## src/rtl/branch_hazard_ctrl.sv

```systemverilog
// ID-stage branch/jr hazard sequencer: holds the front end while a load result is
// still on its way to ID, then checks the BTB prediction and flushes on a miss.
module branch_hazard_ctrl (
  input  logic        clk,
  input  logic        rst,
  input  logic [4:0]  IF_ID_RegisterRs,
  input  logic [4:0]  IF_ID_RegisterRt,
  input  logic        Branch,
  input  logic        Jr,
  input  logic [4:0]  ID_EX_RegDst,
  input  logic [4:0]  EX_MEM_RegDst,
  input  logic        ID_EX_RegWrite,
  input  logic        ID_EX_MemRead,
  input  logic        EX_MEM_RegWrite,
  input  logic        EX_MEM_MemRead,
  input  logic        BranchTaken,
  input  logic        PredTaken,
  input  logic        PredTargetOk,
  output logic        PCWrite,
  output logic        IF_ID_Write,
  output logic        ID_EX_Bubble,
  output logic        IF_ID_Flush,
  output logic        Redirect,
  output logic        BTBUpdate,
  output logic [15:0] StallCycles,
  output logic [15:0] Mispredicts
);

  typedef enum logic [1:0] {RUN, WAIT1, UPD} state_t;

  state_t state, next_state;
  logic   use_rs, use_rt, load_ex, load_mem, mispredict, resolve_miss;

  function automatic logic [15:0] sat_inc(input logic [15:0] v);
    return (v == 16'hFFFF) ? v : v + 16'd1;
  endfunction

  function automatic logic src_hit(input logic [4:0] dst, input logic [4:0] rs,
                                   input logic [4:0] rt, input logic ur, input logic ut);
    return (dst != 5'd0) && ((ur && dst == rs) || (ut && dst == rt));
  endfunction

  assign use_rs   = Branch | Jr;
  assign use_rt   = Branch;
  assign load_ex  = ID_EX_MemRead & ID_EX_RegWrite &
                    src_hit(ID_EX_RegDst, IF_ID_RegisterRs, IF_ID_RegisterRt, use_rs, use_rt);
  assign load_mem = EX_MEM_MemRead & EX_MEM_RegWrite &
                    src_hit(EX_MEM_RegDst, IF_ID_RegisterRs, IF_ID_RegisterRt, use_rs, use_rt);

  assign mispredict = Branch ? ((BranchTaken != PredTaken) |
                                (BranchTaken & PredTaken & ~PredTargetOk))
                             : (~PredTaken | ~PredTargetOk);

  // The detecting cycle is itself the first stall; a load in EX needs one more held
  // cycle (WAIT1), a load in MEM needs none, so RUN simply re-checks next cycle.
  always_comb begin
    next_state   = RUN;
    PCWrite      = 1'b1;
    IF_ID_Write  = 1'b1;
    ID_EX_Bubble = 1'b0;
    IF_ID_Flush  = 1'b0;
    Redirect     = 1'b0;
    resolve_miss = 1'b0;
    case (state)
      WAIT1: begin
        PCWrite      = 1'b0;
        IF_ID_Write  = 1'b0;
        ID_EX_Bubble = 1'b1;
        next_state   = RUN;
      end
      default: begin
        if (load_ex || load_mem) begin
          PCWrite      = 1'b0;
          IF_ID_Write  = 1'b0;
          ID_EX_Bubble = 1'b1;
          next_state   = load_ex ? WAIT1 : RUN;
        end else if ((Branch || Jr) && mispredict) begin
          IF_ID_Flush  = 1'b1;
          Redirect     = 1'b1;
          resolve_miss = 1'b1;
          next_state   = UPD;
        end
      end
    endcase
  end

  assign BTBUpdate = (state == UPD);

  always_ff @(posedge clk) begin
    if (rst) begin
      state       <= RUN;
      StallCycles <= 16'd0;
      Mispredicts <= 16'd0;
    end else begin
      state <= next_state;
      if (ID_EX_Bubble) StallCycles <= sat_inc(StallCycles);
      if (resolve_miss) Mispredicts <= sat_inc(Mispredicts);
    end
  end

endmodule
```

## config.mk

```make
export PLATFORM = sky130hd
export DESIGN_NAME = branch_hazard_ctrl
export DESIGN_NICKNAME = d
export VERILOG_FILES = /design/src/rtl/branch_hazard_ctrl.sv
export SDC_FILE = /design/constraint.sdc
export NUM_CORES = 1
export LEC_CHECK = 0
export CAP_MARGIN = 20
export CORE_ASPECT_RATIO = 0.8
export CORE_MARGIN = 2
export CORE_UTILIZATION = 30
export CTS_CLUSTER_SIZE = 16
export DETAILED_ROUTE_END_ITERATION = 8
export GPL_TIMING_DRIVEN = 0
export SYNTH_ARGS = -nofsm -noshare
export SYNTH_HDL_FRONTEND = slang
export SYNTH_SLANG_ARGS = --single-unit
```

## constraint.sdc

```tcl
create_clock -name clk -period 2.6 [get_ports clk]
set_input_delay 0.52 -clock clk [delete_from_list [all_inputs] [get_ports clk]]
set_output_delay 0.52 -clock clk [all_outputs]
set_load 0.01 [all_outputs]
```

## After elaboration in Yosys (flattened, before gate mapping)

Index checks and enable logic that the tools add are counted.

| operators by class | value |
|---|---|
| add/sub/neg operators | 2 |
| eq/ne operators | 9 |
| multiplexer cells | 11 |
| bitwise operators | 13 |
| reductions and logical operators | 16 |

Operator list:

| cell | count |
|---|---|
| 16-bit by 1-bit adder with 16-bit output (second input constant) | 2 |
| 16-bit == test (second input constant) | 2 |
| 5-bit == test | 4 |
| 5-bit nonzero test | 2 |
| 1-bit two-way mux | 9 |
| 1-bit logical AND | 7 |
| 1-bit AND | 6 |
| 1-bit logical OR | 4 |
| 2-bit two-way mux | 2 |
| 1-bit inverter | 4 |
| 2-bit AND reduction | 2 |
| 1-bit OR | 3 |
| 2-bit by 1-bit == test with 1-bit output (second input constant) | 1 |
| 2-bit == test (second input constant) | 1 |
| 2-bit OR reduction | 1 |
| 1-bit != test | 1 |

| word-level totals | value |
|---|---|
| bits in registers | 34 |
| input port bits | 31 |
| logic and storage cells | 54 |

## Longest topological paths before layout

Gate-level depths: netlist of the first run.

| logic depth | value |
|---|---|
| depth after elaboration | 9 |
| gate-level depth with buffers | 9 |

## Worst setup path before layout of the first run

No wires, ideal clock.

| path | value |
|---|---|
| path kind | input port to output port |
| start point | input port ID_EX_RegDst[0] |
| end point | output port Redirect |
| arrival | 2.346 ns |
| setup slack | -0.266 ns |
| stages | 8 |
| path buffers | 3 |
| cells stage by stage | or3_1 -> o311a_1 -> a221oi_2 -> inv_2 -> buf_6 -> buf_2 -> nor2_1 -> buf_4 |

| between the ends | value |
|---|---|
| longest elaborated chain between the ends | 8 |

RTL lines:

| what | line | source |
|---|---|---|
| from (decl) | 10 | `input logic [4:0] ID_EX_RegDst,` |
| 5-bit == test | 40 | `return (dst != 5'd0) && ((ur && dst == rs) \|\| (ut && dst == rt));` |
| 1-bit logical AND | 40 |  |
| 1-bit logical OR | 40 |  |
| 1-bit logical AND * | 40 |  |
| 1-bit AND * | 45 | `assign load_ex = ID_EX_MemRead & ID_EX_RegWrite &` |
| 1-bit logical OR * | 72 | `if (load_ex \|\| load_mem) begin` |
| 1-bit two-way mux * (2 in series) | -- |  |
| to (decl) | 23 | `output logic Redirect,` |

Mark *: on every way between the ends. The rest lies on a longest branch, timed or not.

## Worst setup path in the final report of the first run

| path | value |
|---|---|
| start point | input port EX_MEM_RegDst[2] |
| end point | output port Redirect |

| between the ends | value |
|---|---|
| longest elaborated chain between the ends | 8 |

RTL lines:

| what | line | source |
|---|---|---|
| from (decl) | 11 | `input logic [4:0] EX_MEM_RegDst,` |
| 5-bit == test | 40 |  |
| 1-bit logical AND | 40 |  |
| 1-bit logical OR | 40 |  |
| 1-bit logical AND * | 40 |  |
| 1-bit AND * | 47 | `assign load_mem = EX_MEM_MemRead & EX_MEM_RegWrite &` |
| 1-bit logical OR * | 72 |  |
| 1-bit two-way mux * | 72 |  |
| 1-bit two-way mux * | 64 | `case (state)` |

Marked as above.

==> results.tsv, run 1 <==
stage	metric	value	unit
power	ir_worst_vdd	0.2053	mV
floorplanning	core-area	6925	um2
grt	grt-ovfl-total	0	
power	total_power	1.141	mW
cells_and_area	multi_input_area	1494	um2
placed_design	port_buffers	67	
route	wl_met3	445	um
sta	maxSlewViolCount	0	
sta	max_slew_margin	0.5397	
outcome	violations	setup timing	
worst_setup_path	required	2.08	ns
logic_synthesis	synth_top_area_share	0.3143	
logic_synthesis	synth_most_common_cell	dfxtp_1	
sta	tightest_slew	0.6832	ns
grt	antenna_found_initial	0	
floorplanning	rows	27	
power	leakage	1.217	nW
route	via_count	2330	
sta	max_freq	354.8	MHz
logic_synthesis	synth_ff_type	dfxtp_1	
clock_network	holdBufCountCts	0	
route	drt-initial-drc-count	85	
sta	period_minus_slack	2.819	ns
sta	clock_skew	0.008348	ns
sta	hold_viol	0	
sta	fin_tns_setup	-0.5468	ns
route	wire_per_inst	15.87	um
placed_design	dp_hpwl	4931	um
placed_design	place_congestion	0.8684	
worst_setup_path	r2r_slack	0.21	ns
logic_synthesis	synth_fp_nets	290	
grt	grt_max_degree	12	
route	first_pass_iters	6	
clock_network	clk_pin_slew_worst_paths	0.07	ns
logic_synthesis	async_flop_share	0	
sta	setup_slack	-0.2187	ns
cells_and_area	layout-drive-gt1-share	0.2594	
cells_and_area	fin_cells	434	
grt	grt_pass1_vias	2307	
floorplanning	die_w	99.00	um
logic_synthesis	synth.avg_cell_area	8.460	um2
logic_synthesis	synthTopCellsByCount	dfxtp_1 (34), nor2_1 (23), nor2b_1 (19), a21oi_1 (18), xor2_1 (18)	
logic_synthesis	yosysTopAreaCell	dfxtp_1	
worst_setup_path	critical_path_arrival	2.30	ns
logic_synthesis	synth.area.top_cells	dfxtp_1 (31%), xor2_1 (7.3%), nor2b_1 (5.5%)	
route	avgViaCountPerCell	5.369	
cells_and_area	register_area	680.7	um2
power	p_per_area	348.0	nW/um2
clock_network	htreeDepth	2	
worst_setup_path	startpoint_type	input port	
clock_network	cts_buffers	5	
floorplanning	io_pins	69	
clock_network	clk_latency	0.29	ns
worst_setup_path	path_max_fanout	2	
clock_network	clock-root-buffer	clkbuf_8	
worst_setup_path	end_kind	output pin	
hold_path	min_to	StallCycles[12]	
route	wl_met2	3001	um
logic_synthesis	synth_area	2166	um2
cells_and_area	nets	382	
placed_design	dp_slack	-1.380	ns
logic_synthesis	synth-edff-count	0	
placed_design	dpl-instance-area	2963	um2
hold_path	hp-class	flop to flop	
sta	hold_ws	0.5149	ns
route	wl	6887	um
clock_network	cts_sinks	34	
cells_and_area	n_antenna_cell	0	
route	m1WireLength	3365	um
cells_and_area	post-route-util	0.4734	
sta	final-setup-viol-count	4	
logic_synthesis	ys_seq_area_frac	0.3143	
clock_network	clk_path_buf_depth	2	
logic_synthesis	synth_warnings	0	
logic_synthesis	ys_types	38	
worst_setup_path	r2r-end	StallCycles[9]	
sta	rsz0062_at_grt	true	
route	highest_layer	met4	
route	drc	0	
worst_setup_path	r2r_start	StallCycles[0]	
logic_synthesis	ys_ff_latch	34	
worst_setup_path	r2r_cells	7	
outcome	outcome	complete, but fails checks	
placed_design	dp.cells	410	
clock_network	cts_tree	yes	
hold_path	min_from	StallCycles[12]	
cells_and_area	syn_to_final_growth	51.36	%
route	final_antenna_net_count	0	
worst_setup_path	path_class	input port to output pin	
run	cap_violations	0	
floorplanning	dieArea	7919	um2
cells_and_area	fillers	683	
grt	grt_use_total	0.1792	
sta	post-route-period-util	1.084	
grt	grt_first_pass_wirelength	11450	um
logic_synthesis	synthCells	256	
hold_path	hold_path_depth	2	
cells_and_area	stdcell_area	3278	um2
floorplanning	initial_core_util	0.3127	
floorplanning	die_h	80.00	um
[placed cells by master, fill, tap and decap left out, drive strengths merged, types with 3 or more instances in the layout]
master,count
and3,8
nor4,13
clkdlybuf4s50,40
clkbuf,23
nand4,7
nand3,12
dfxtp,34
dlygate4sd2,3
or3,7
or4,8
clkdlybuf4s15,4
mux2,14
o21ai,8
or4b,3
inv,5
buf,37
nor4b,3
xor2,18
a21oi,18
nor2b,19
nand2,9
o41ai,5
ha,3
o31ai,7
nor2,23
[worst max-delay path, cell delays in order]
cell      delay [ns]
buf_8           0.10
or3_4           0.39
o311a_4         0.33
a221oi_4        0.27
buf_6           0.15
inv_4           0.03
buf_8           0.11
buf_8           0.11
nor2_4          0.10
buf_6           0.10
buf_6           0.09
[cell type report]
type / count / share of cell area
Multi-Input combinational cell: 201 / 0.4557
Timing Repair Buffer: 87 / 0.2385
Sequential cell: 34 / 0.2076
Buffer: 14 / 0.03321
Tap cell: 87 / 0.03321
Clock buffer: 6 / 0.02519
Inverter: 5 / 0.006489
[report_power, final]
group | internal [mW] | switching [mW]
logic | 0.106 | 0.104
clock network | 0.204 | 0.194
registers | 0.526 | 0.00700
[sequential cells by signal, summed over array words and instances (netlist names)]
signal / count
Mispredicts: 16
StallCycles: 16
state: 2
[worst max-delay path by stage]
stage / cells after the start / startpoint / end
after floorplan: 8 / ID_EX_RegDst[0] / Redirect
after global placement: 8 / ID_EX_RegDst[0] / PCWrite
after detailed placement: 8 / ID_EX_RegDst[0] / PCWrite
after CTS: 11 / ID_EX_RegDst[2] / Redirect
after global routing: 11 / ID_EX_RegDst[2] / Redirect
final: 11 / EX_MEM_RegDst[2] / Redirect
[timing repair]
item / 4_1_cts / 5_1_grt
setup buffers: 12 / 8
endpoints found under the setup margin: 38 / 31
resized for setup: 89 / 46
pin swaps: 9 / 11
[per-layer routing]
layer	vias up	track usage
li1	1134	-
met1	1112	0.2522
met2	78	0.2676
met3	6	0.04378
met4	0	0.05753
met5	-	0
[kinds of logic after synthesis]
family,Yosys count,synth area share
AO/OA/AOI/OAI,45,0.1386
XOR/XNOR,20,0.08088
adder cells (fa/ha/maj),3,0.01733
buffers and inverters,21,0.04505
flip-flops,34,0.3143
multiplexers,14,0.07279
AND/OR/NAND/NOR,119,0.3310
Power figures use the tool's default switching activity.
==> run 2: changes to the inputs <==
- CTS_BUF_LIST: not set -> sky130_fd_sc_hd__clkbuf_2 sky130_fd_sc_hd__clkbuf_4 sky130_fd_sc_hd__clkbuf_8
==> results of run 2 <==
The final DEF is identical to that of run 1; final timing and power are the same.
==> run 3: changes to the inputs <==
- ABC_CLOCK_PERIOD_IN_PS: not set -> 2600
==> results of run 3 <==
The final DEF is identical to that of run 1; final timing and power are the same.
